===== src/rtl/alu_share_arbiter.sv =====
// alu_share_arbiter
// Lets two requesters share one combinational execute ALU. Requester 0 is the
// pipeline EXE stage and requester 1 is the address-gen/debug port. Each
// accepted operation is held in issue registers for one settle cycle. The ALU
// result and flags are then captured into a response that is held until the
// consumer takes it. The block also owns the architectural NZCV status
// register, which supplies the carry-in of every accepted operation.
module alu_share_arbiter #(
  parameter int DATA_W     = 32,
  parameter bit PRIO_FIXED = 1'b0
) (
  input  logic              clk,
  input  logic              rst_n,

  input  logic              req0_valid,
  output logic              req0_ready,
  input  logic [3:0]        req0_cmd,
  input  logic [DATA_W-1:0] req0_val1,
  input  logic [DATA_W-1:0] req0_val2,
  input  logic              req0_s,

  input  logic              req1_valid,
  output logic              req1_ready,
  input  logic [3:0]        req1_cmd,
  input  logic [DATA_W-1:0] req1_val1,
  input  logic [DATA_W-1:0] req1_val2,
  input  logic              req1_s,

  output logic              rsp_valid,
  input  logic              rsp_ready,
  output logic              rsp_id,
  output logic [DATA_W-1:0] rsp_result,
  output logic [3:0]        rsp_nzcv,

  output logic [3:0]        alu_cmd,
  output logic [DATA_W-1:0] alu_val1,
  output logic [DATA_W-1:0] alu_val2,
  output logic              alu_c_in,
  input  logic [DATA_W-1:0] alu_result,
  input  logic              alu_n,
  input  logic              alu_z,
  input  logic              alu_c,
  input  logic              alu_v,

  output logic [3:0]        sr_nzcv,
  output logic              busy
);

  typedef enum logic [1:0] {
    IDLE  = 2'd0,
    ISSUE = 2'd1,
    RESP  = 2'd2
  } state_e;

  state_e              state_q;
  logic                lastGrant_q;
  logic [3:0]          cmd_q;
  logic [DATA_W-1:0]   val1_q;
  logic [DATA_W-1:0]   val2_q;
  logic                cIn_q;
  logic                s_q;
  logic                id_q;
  logic                rspValid_q;
  logic                rspId_q;
  logic [DATA_W-1:0]   rspResult_q;
  logic [3:0]          rspNzcv_q;
  logic [3:0]          sr_q;

  logic                grantOpp;
  logic                anyValid;
  logic                pick1;
  logic                transfer;
  logic                cmdSupported;
  logic                cmdSetsCv;
  logic [DATA_W-1:0]   rspResult_d;
  logic [3:0]          rspNzcv_d;
  logic [3:0]          sr_d;

  // Arbitration: decide who may hand over an operation this cycle. Ready is gated
  // by rst_n so that nothing looks accepted while the block is held in reset.
  always_comb begin
    grantOpp = rst_n && ((state_q == IDLE) || ((state_q == RESP) && rsp_ready));
    anyValid = req0_valid | req1_valid;
    if (req0_valid && req1_valid) begin
      pick1 = PRIO_FIXED ? 1'b0 : ~lastGrant_q;
    end else begin
      pick1 = req1_valid;
    end
    transfer   = grantOpp && anyValid;
    req0_ready = transfer && !pick1;
    req1_ready = transfer && pick1;
  end

  // Decode the issued command into the response and the status-register update.
  // The ALU does not implement unsupported commands. For those, the response
  // reports the current SR and a zero result.
  always_comb begin
    cmdSupported = 1'b0;
    cmdSetsCv    = 1'b0;
    case (cmd_q)
      4'b0001, 4'b0110, 4'b0111, 4'b1000, 4'b1001: cmdSupported = 1'b1;
      4'b0010, 4'b0011, 4'b0100, 4'b0101: begin
        cmdSupported = 1'b1;
        cmdSetsCv    = 1'b1;
      end
      default: cmdSupported = 1'b0;
    endcase

    rspResult_d = '0;
    rspNzcv_d   = sr_q;
    sr_d        = sr_q;
    if (cmdSupported) begin
      rspResult_d = alu_result;
      rspNzcv_d   = {alu_n, alu_z, alu_c, alu_v};
      if (s_q) begin
        sr_d = {alu_n, alu_z,
                cmdSetsCv ? alu_c : sr_q[1],
                cmdSetsCv ? alu_v : sr_q[0]};
      end
    end
  end

  // Main FSM: IDLE -> ISSUE -> RESP -> IDLE/ISSUE. It owns the issue registers,
  // the response registers and the status register.
  always_ff @(posedge clk or negedge rst_n) begin
    if (!rst_n) begin
      state_q     <= IDLE;
      lastGrant_q <= 1'b1;
      cmd_q       <= '0;
      val1_q      <= '0;
      val2_q      <= '0;
      cIn_q       <= 1'b0;
      s_q         <= 1'b0;
      id_q        <= 1'b0;
      rspValid_q  <= 1'b0;
      rspId_q     <= 1'b0;
      rspResult_q <= '0;
      rspNzcv_q   <= '0;
      sr_q        <= '0;
    end else begin
      if (transfer) begin
        cmd_q       <= pick1 ? req1_cmd  : req0_cmd;
        val1_q      <= pick1 ? req1_val1 : req0_val1;
        val2_q      <= pick1 ? req1_val2 : req0_val2;
        s_q         <= pick1 ? req1_s    : req0_s;
        id_q        <= pick1;
        cIn_q       <= sr_q[1];
        lastGrant_q <= pick1;
      end
      case (state_q)
        IDLE: begin
          if (transfer) begin
            state_q <= ISSUE;
          end
        end
        ISSUE: begin
          rspResult_q <= rspResult_d;
          rspNzcv_q   <= rspNzcv_d;
          rspId_q     <= id_q;
          sr_q        <= sr_d;
          rspValid_q  <= 1'b1;
          state_q     <= RESP;
        end
        RESP: begin
          if (rsp_ready) begin
            rspValid_q <= 1'b0;
            state_q    <= transfer ? ISSUE : IDLE;
          end
        end
        default: begin
          rspValid_q <= 1'b0;
          state_q    <= IDLE;
        end
      endcase
    end
  end

  assign rsp_valid  = rspValid_q;
  assign rsp_id     = rspId_q;
  assign rsp_result = rspResult_q;
  assign rsp_nzcv   = rspNzcv_q;
  assign alu_cmd    = cmd_q;
  assign alu_val1   = val1_q;
  assign alu_val2   = val2_q;
  assign alu_c_in   = cIn_q;
  assign sr_nzcv    = sr_q;
  assign busy       = (state_q != IDLE);

endmodule


===== config.mk =====
export PLATFORM = sky130hd
export DESIGN_NAME = alu_share_arbiter
export DESIGN_NICKNAME = d
export VERILOG_FILES = /design/src/rtl/alu_share_arbiter.sv
export SDC_FILE = /design/constraint.sdc
export NUM_CORES = 1
export LEC_CHECK = 0
export BUFFER_PORTS_ARGS = -buffer_cell sky130_fd_sc_hd__buf_2
export CAP_MARGIN = 15
export CORE_MARGIN = 1
export CORE_UTILIZATION = 35
export DETAILED_ROUTE_END_ITERATION = 10
export PLACE_DENSITY = 0.65
export REMOVE_ABC_BUFFERS = 1
export SKIP_CTS_REPAIR_TIMING = 1
export SLEW_MARGIN = 10
export SYNTH_ARGS = -nofsm -noshare
export SYNTH_HDL_FRONTEND = slang
export SYNTH_SLANG_ARGS = --single-unit

===== constraint.sdc =====
create_clock -name clk -period 2.1 [get_ports clk]
set_input_delay 0.525 -clock clk [delete_from_list [all_inputs] [get_ports clk]]
set_output_delay 0.525 -clock clk [all_outputs]
set_load 0.05 [all_outputs]

# After elaboration in Yosys (flattened, before gate mapping)
# Index checks and enable logic that the tools add are counted.
[totals]
register_bits = 116
latch_bits = 0
ramBits = 0
romBits = 0
inputBits = 179
n_memories = 0
[op_classes]
n_addsub = 0
multipliers = 0
n_div = 0
order_cmp = 0
n_eq_ne = 13
shift = 0
muxes = 15
n_bitwise = 3
n_reduce_logical = 16
[op_table]
columns = ["operator", "n"]
rows = [
  ["$mux W32", 3],
  ["$eq A4 B3 Y1 const B", 4],
  ["$reduce_or A9 Y1", 1],
  ["$eq A4 B2 Y1 const B", 2],
  ["$eq A4 B4 Y1 const B", 2],
  ["$mux W4", 2],
  ["$logic_and A1 B1 Y1", 6],
  ["$mux W1", 6],
  ["$pmux W2 S3", 1],
  ["$eq A4 B1 Y1 const B", 1],
  ["$mux W2", 2],
  ["$ne A2 B2 Y1 const B", 2],
  ["$reduce_and A2 Y1", 2],
  ["$reduce_and A4 Y1", 1],
  ["$reduce_or A4 Y1", 1],
  ["$pmux W1 S3", 1],
  ["$reduce_and A3 Y1", 1],
  ["$eq A2 B1 Y1 const B", 1],
  ["$eq A2 B2 Y1 const B", 1],
  ["$logic_not A2 Y1", 1],
  ["$not A1 Y1", 2],
  ["$reduce_bool A2 Y1", 1],
  ["$logic_not A1 Y1", 1],
  ["$logic_or A1 B1 Y1", 1],
  ["$or A1 B1 Y1", 1],
]

# Logic depth before layout (Yosys ltp)
# Gate-level depths: netlist of run 1.
[depth]
word_depth = 8
depth_mapped = 6
mapped_depth_nobuf = 3

# Worst setup path after synthesis of run 1
# Ideal clock, no wire load.
[synth_timing]
kind = "input to output"
start = "in rst_n"
end = "out req0_ready"
arrival_time_ps = 1381
required_time_ps = 1575
slack_ps = 194
path_stages = 4
path_buffers = 2
path_cell_list = "nor2b_1 o2111a_1 clkbuf_1 buf_2"
[synth_via]
elab_chain_len = 3
[synth_rtl]
columns = ["element", "line", "text"]
rows = [
  ["start: declaration", "13", "input logic rst_n,"],
  ["$logic_and A1 B1 Y1", "82", "grantOpp = rst_n && ((state_q == IDLE) || ((state_q == RESP) && rsp_ready));"],
  ["$logic_and A1 B1 Y1", "89", "transfer = grantOpp && anyValid;"],
  ["$logic_and A1 B1 Y1", "90", "req0_ready = transfer && !pick1;"],
  ["end: declaration", "16", "output logic req0_ready,"],
]
# Every way passes these cells.

# Worst setup path in the final report of run 1
[layout_timing]
start = "reg state_q[0]"
end = "out req0_ready"
[layout_via]
elab_chain_len = 6
word_cells_on_any_way = 7
[layout_rtl]
columns = ["element", "line", "text"]
rows = [
  ["start: declaration", "55", "state_e state_q;"],
  ["start signal: assignment", "167", "state_q <= transfer ? ISSUE : IDLE;"],
  ["$eq A2 B2 Y1", "82", ""],
  ["$logic_and A1 B1 Y1", "82", ""],
  ["$logic_or A1 B1 Y1 (*)", "82", ""],
  ["$logic_and A1 B1 Y1 (*)", "82", ""],
  ["$logic_and A1 B1 Y1 (*)", "89", ""],
  ["$logic_and A1 B1 Y1 (*)", "90", ""],
]
# Every way passes the cells marked *; elsewhere a longest branch is shown, timed or not.

==> results of run 1 <==
==> sequential cells by signal, summed over array words and instances (netlist names) <==
signal       cells
alu_c_in         1
alu_cmd          4
alu_val1        32
alu_val2        32
id_q             1
lastGrant_q      1
rsp_id           1
rsp_nzcv         4
rsp_result      32
rsp_valid        1
s_q              1
sr_nzcv          4
state_q          2
==> report_power, final <==
| group | switching [mW] | internal (mW) |
|---|---|---|
| registers | 0.455 | 3.03 |
| clock network | 0.960 | 1.87 |
| logic | 4.19 | 1.48 |
==> cells in the mapped netlist, drive strengths merged <==
| cell type | number | area share [%] |
|---|---|---|
| clkbuf | 18 | 1.2 |
| xor2 | 1 | 0.16 |
| and4 | 1 | 0.16 |
| a41oi | 1 | 0.16 |
| or4 | 1 | 0.21 |
| nand2b | 2 | 0.23 |
| o2111a | 1 | 0.21 |
| nand4 | 2 | 0.35 |
| dfstp | 1 | 0.48 |
| o21a | 2 | 0.28 |
| or2 | 2 | 0.23 |
| nor4 | 1 | 0.12 |
| o21ai | 38 | 5.6 |
| a21o | 1 | 0.14 |
| nand2 | 71 | 5.0 |
| a31oi | 74 | 8.5 |
| and3 | 1 | 0.12 |
| nor2 | 5 | 0.35 |
| a221o | 69 | 13 |
| nand3 | 5 | 0.46 |
| buf | 35 | 4.2 |
| inv | 70 | 4.8 |
| mux2 | 5 | 1.0 |
| nor2b | 2 | 0.23 |
| dfrtp | 115 | 53 |
==> worst min path at each step <==
stage,cells after the start,end,slack (ns),startpoint
2_1_floorplan,0,alu_c_in$_DFFE_PN0P_,0.23,rst_n
3_5_place_dp,2,rsp_result[24]$_DFFE_PN0P_,0.46,rsp_result[24]$_DFFE_PN0P_
5_1_grt,2,sr_nzcv[1]$_DFFE_PN0P_,0.26,rst_n
3_3_place_gp,2,rsp_result[17]$_DFFE_PN0P_,0.45,rsp_result[17]$_DFFE_PN0P_
4_1_cts,2,state_q[0]$_DFFE_PN0P_,0.25,rst_n
6_report,2,sr_nzcv[1]$_DFFE_PN0P_,0.21,rst_n
==> metrics by stage <==
stage | util (%) | instance area (µm²)
final | 50.21 | 7632
after global routing | 50.19 | 7630
after CTS | 50.02 | 7605
after detailed placement | 46.26 | 7032
after global placement | 46.26 | 7032
after floorplan | - | 5137
==> worst reg2reg max path: cells and delay by family, from the launching register on <==
kind	cells	cell delay (ns)
AOI/OAI and AO/OA	1	0.28
buffers and inverters	1	0.50
DFF	1	0.45
and+or+nand+nor	2	0.46
==> layer usage <==
metal	part of all wire [%]	vias up
li1	-	2449
met1	40	2431
met2	49	225
met3	9.2	18
met4	1.6	0
met5	0	-
==> area by class of cell <==
cell class / instances / area share [%]
Multi-Input combinational cell: 285 / 26.03
Tap cell: 188 / 3.082
Sequential cell: 116 / 38.07
Timing Repair Buffer: 306 / 21.70
Clock buffer: 23 / 6.525
Clock inverter: 5 / 0.9836
Inverter: 70 / 3.443
Antenna cell: 5 / 0.1639
==> kinds of logic after synthesis <==
logic type	Yosys count
compound gates	186
xor+xnor	1
buf+inv	123
flops	116
mux	5
simple gates	93
==> run metrics, run 1 <==
IO buf count=292; CTS tree=built; Layout Cells excl Fill=around 1000; total power draw=roughly 12 mW; Core ar.=between 0.015 and 0.02 mm²; Final Setup Violations=0; M3 GR Usage=~9%; Crit Path Category=reg -> out; cells after synthesis=524; H-tree level count=4; Post-Route WL=around 17 mm; xor and xnor area share after synthesis=less than 1%; CP startpoint kind=flop; clk_skew=between 0.007 and 0.008 ns; Antenna Nets Post-Route=0; run status=complete, no violations; WP data arrival=roughly 1.5 ns; DP Worst Slack=0.1382 ns; GR Util met2=a little over a third; Syn Area/Cell=slightly above 10 µm²; # fillers=approximately 1500; Synth Register Bits=about 120; PwrDens=between 1500 and 2000 mW/mm²; clk slew on worst S/H paths=0.05 ns; Die ar.=0.01602 mm²; number of CTS-inserted buffers=17; Die Span X=about 130 µm; Top Ports=just under 300; Overflow after GRT=0; clk sinks=116; total area of sequential cells=0.002905 mm²; layout cell share with drive strength beyond 1=around 47%; routability cong.=0.7747; CP max FO=7; CP delay by family, top=flip-flops; initial detailed-routing violation count=294; M1 GR Usage=25.16%; YS warnings=0; placed cells=just under 1000; largest family of logic cells by synthesized area=compound AO/OA/AOI/OAI gates; final setup margin=0.06727 ns; Final Slew Violations=0; post-route clock period utilization=a little over nine tenths; average wire per standard cell=~17 µm; leading cell type in the layout, fill and taps excluded=buf_2; setup TNS=0 ns; critical-path cell list=nor2b_4 > o2111a_2 > buf_6; most frequent cells in the layout=buf_2 (289), dfrtp_1 (114), a31oi_1 (74), inv_1 (70), nand2_1 (70); WHS=between 0.2 and 0.25 ns; reg2reg end=alu_val1[10]$_DFFE_PN0P_; critical path endpoint=req0_ready; Synth cell types=35; max incr delay on CP=roughly 0.45 ns; area of the multi-input gates=0.001987 mm²; Pleak=approximately 4.0 nW; r2r setup slk=around 0.34 ns; largest net degree at the start of global routing=roughly 120; Root Driver=clkbuf_16; Slew headroom=57.22%; reg2reg path depth=4; chip height=126.6 µm; CTS Buffer Depth=2; GRT Overall Usage=approximately 22%; post-synthesis compound-gate area fraction=27.59%; HPWL after DPL=about 12 mm; post-synthesis sequential area ratio=a little over half; Initial Utilization=35.74%; peak supply drop=between 600 and 700 µV; maximum clock frequency=491.9 MHz; area growth from synthesis to layout=40.49%; Worst-Skew Late Latency=between 0.4 and 0.5 ns; antenna violations before repair=4; simple-gate share of the synthesized area=7.485%; reg-to-reg startpoint=state_q[0]$_DFFE_PN0P_; DR vias/cell=approximately 5; Final Hold Viols=0; via count=5123; row count=45; Crit-path slowest cell=dfrtp_2; Post-Synthesis Cell Area=approximately 0.0054 mm²; Post-layout nets=975; Worst EP required=between 1.5 and 2 ns; Max Cap Viol=0; # DRC=0; DR pass1 iterations=5; RSZ-0062 raised after global routing=false; Levels on crit path=3; vias in the first global route=between 5000 and 6000; Worst Hold Class=in -> async; first-pass GRT wire length=26.81 mm; Critical Path Start=state_q[0]$_DFFE_PN0P_; post-synthesis mux area share=between 1 and 1.5%; slew of the pin with the lowest slew margin=between 0.6 and 0.7 ns; crit end category=output pin; WP buf/inv=1; layer with the highest usage=met2; Period minus WS final=between 2 and 2.5 ns; Synth Area in Adders=0%
Power figures use the tool's default switching activity.
==> run 2, diff against run 1 <==
--- a/config.mk
+++ b/config.mk
@@ -5,7 +5,7 @@
 export SDC_FILE = /design/constraint.sdc
 export NUM_CORES = 1
 export LEC_CHECK = 0
-export BUFFER_PORTS_ARGS = -buffer_cell sky130_fd_sc_hd__buf_2
+export BUFFER_PORTS_ARGS = -buffer_cell sky130_fd_sc_hd__buf_4
 export CAP_MARGIN = 15
 export CORE_MARGIN = 1
 export CORE_UTILIZATION = 35
==> run metrics, run 2 (synthesized netlist as in run 1, its figures left out) <==
first-pass GRT wire length=between 20 and 30 mm; DR pass1 iterations=6; placed cells=964; Period minus WS final=2.055 ns; clk sinks=approximately 120; Initial Utilization=a little over a third; clk_skew=~0.0062 ns; Antenna Nets Post-Route=0; layout cell share with drive strength beyond 1=between 40 and 50%; CP startpoint kind=flop; chip height=around 130 µm; Worst Hold Class=in -> async; average wire per standard cell=~18 µm; Pleak=4.220 nW; clk slew on worst S/H paths=~0.05 ns; Crit-path slowest cell=dfrtp_2; most frequent cells in the layout=buf_4 (300), dfrtp_1 (114), a31oi_1 (74), inv_1 (70), nand2_1 (70); Logic pwr share=a little under half; largest net degree at the start of global routing=71; number of CTS-inserted buffers=17; area growth from synthesis to layout=55.32%; switching power=5.780 mW; sw frac=44.12%; post-route clock period utilization=97.87%; Post-Route WL=approximately 18 mm; initial detailed-routing violation count=about 220; Final Setup Violations=0; IO buf count=about 300; Core ar.=about 0.015 mm²; Top Ports=~290; peak supply drop=between 800 and 900 µV; reg-to-reg startpoint=state_q[0]$_DFFE_PN0P_; max incr delay on CP=about 0.46 ns; critical-path cell list=nor2b_4 > and4_4 > buf_4; # fillers=1328; vias in the first global route=5249; Crit Path Category=reg -> out; PwrDens=around 1600 mW/mm²; Post-layout nets=between 900 and 1000; Slew headroom=a little over two fifths; DP Worst Slack=between 0.15 and 0.2 ns; reg2reg path depth=4; Die Span X=about 130 µm; Worst-Skew Late Latency=roughly 0.41 ns; setup TNS=0 ns; share of power burned in registers=27.0%; CTS Buffer Depth=2; Max Cap Viol=0; Layout Cells excl Fill=~1000; via count=between 5000 and 6000; reg2reg end=alu_val1[12]$_DFFE_PN0P_; antenna violations before repair=3; clock power share=between 20% and 30%; run status=complete, no violations; leading cell type in the layout, fill and taps excluded=buf_4; Int Pwr=7.322 mW; GRT Overall Usage=between 20% and 30%; WP data arrival=about 1.5 ns; final setup margin=between 0.04 and 0.05 ns; Critical Path Start=state_q[0]$_DFFE_PN0P_; Final Hold Viols=0; r2r setup slk=~0.36 ns; # DRC=0; routability cong.=roughly 0.79; Root Driver=clkbuf_16; Final Slew Violations=0; row count=45; maximum clock frequency=approximately 490 MHz; HPWL after DPL=12.55 mm; CP max FO=7; H-tree level count=4; CTS tree=built; Overflow after GRT=0; Worst EP required=around 1.6 ns; slew of the pin with the lowest slew margin=approximately 0.85 ns; Die ar.=around 0.016 mm²; DR vias/cell=roughly 5.3; crit end category=output pin
-- run 2: cell count changes in the layout (fill, tap and decap cells not counted), sizes merged --
cell / before / now
bufinv: 2 / 6
clkinvlp: 0 / 2
clkbuf: 23 / 20
diode: 5 / 3
buf: 306 / 305
clkinv: 3 / 4
-- run 2: layout make-up --
class	count	area, µm²	area share (%)
flip-flops and latches	116	2905	34.43
well taps	188	235.2	2.788
clock buffers	20	456.7	5.412
repair buffers	305	2352	27.88
diodes	3	7.507	0.08897
clock inverters	12	226.5	2.684
inverters	70	262.8	3.114
multi-input cells	285	1992	23.61
-- run 2: stage by stage --
stage / utilization, % / instance area (µm²) / hold WS (ns) / power (mW)
floorplan: - / 5137 / 0.2294 / 7.647
global placement: 50.91 / 7740 / 0.4609 / 9.717
detailed placement: 50.91 / 7740 / 0.4676 / 9.812
CTS: 55.41 / 8423 / 0.2661 / 13.20
global route: 55.51 / 8438 / 0.3090 / 13.70
finish: 55.51 / 8438 / 0.2522 / 13.10
-- run 2: how the worst max path moves through the flow --
stage / end / slack [ns] / cells after the start
after floorplan: req1_ready / -3.20 / 2
after global placement: req1_ready / 0.17 / 4
after detailed placement: req1_ready / 0.17 / 4
after CTS: req1_ready / -0.06 / 3
after global routing: req1_ready / -0.001 / 3
final: req1_ready / 0.04 / 3
-- run 2: critical path, delay by kind of cell, from the launching register on --
kind	cells	cell delay, ns
DFF	1	0.46
buffers and inverters	1	0.22
and+or+nand+nor	2	0.45
-- run 2: power by group through the flow --
stage | Sequential (mW) | Combinational (mW) | Clock [mW]
6_report | 3.54 | 6.22 | 3.34
5_1_grt | 3.64 | 6.54 | 3.51
4_1_cts | 3.54 | 6.26 | 3.40
2_1_floorplan | 6.18 | 1.47 | 0
3_3_place_gp | 3.53 | 6.19 | 0
3_5_place_dp | 3.56 | 6.26 | 0
-- run 2: layer usage --
metal	share of wire [%]	GRT usage [%]
met5	0	0
met4	3.0	12.97
met2	48	35.49
met1	38	26.67
met3	11	8.899
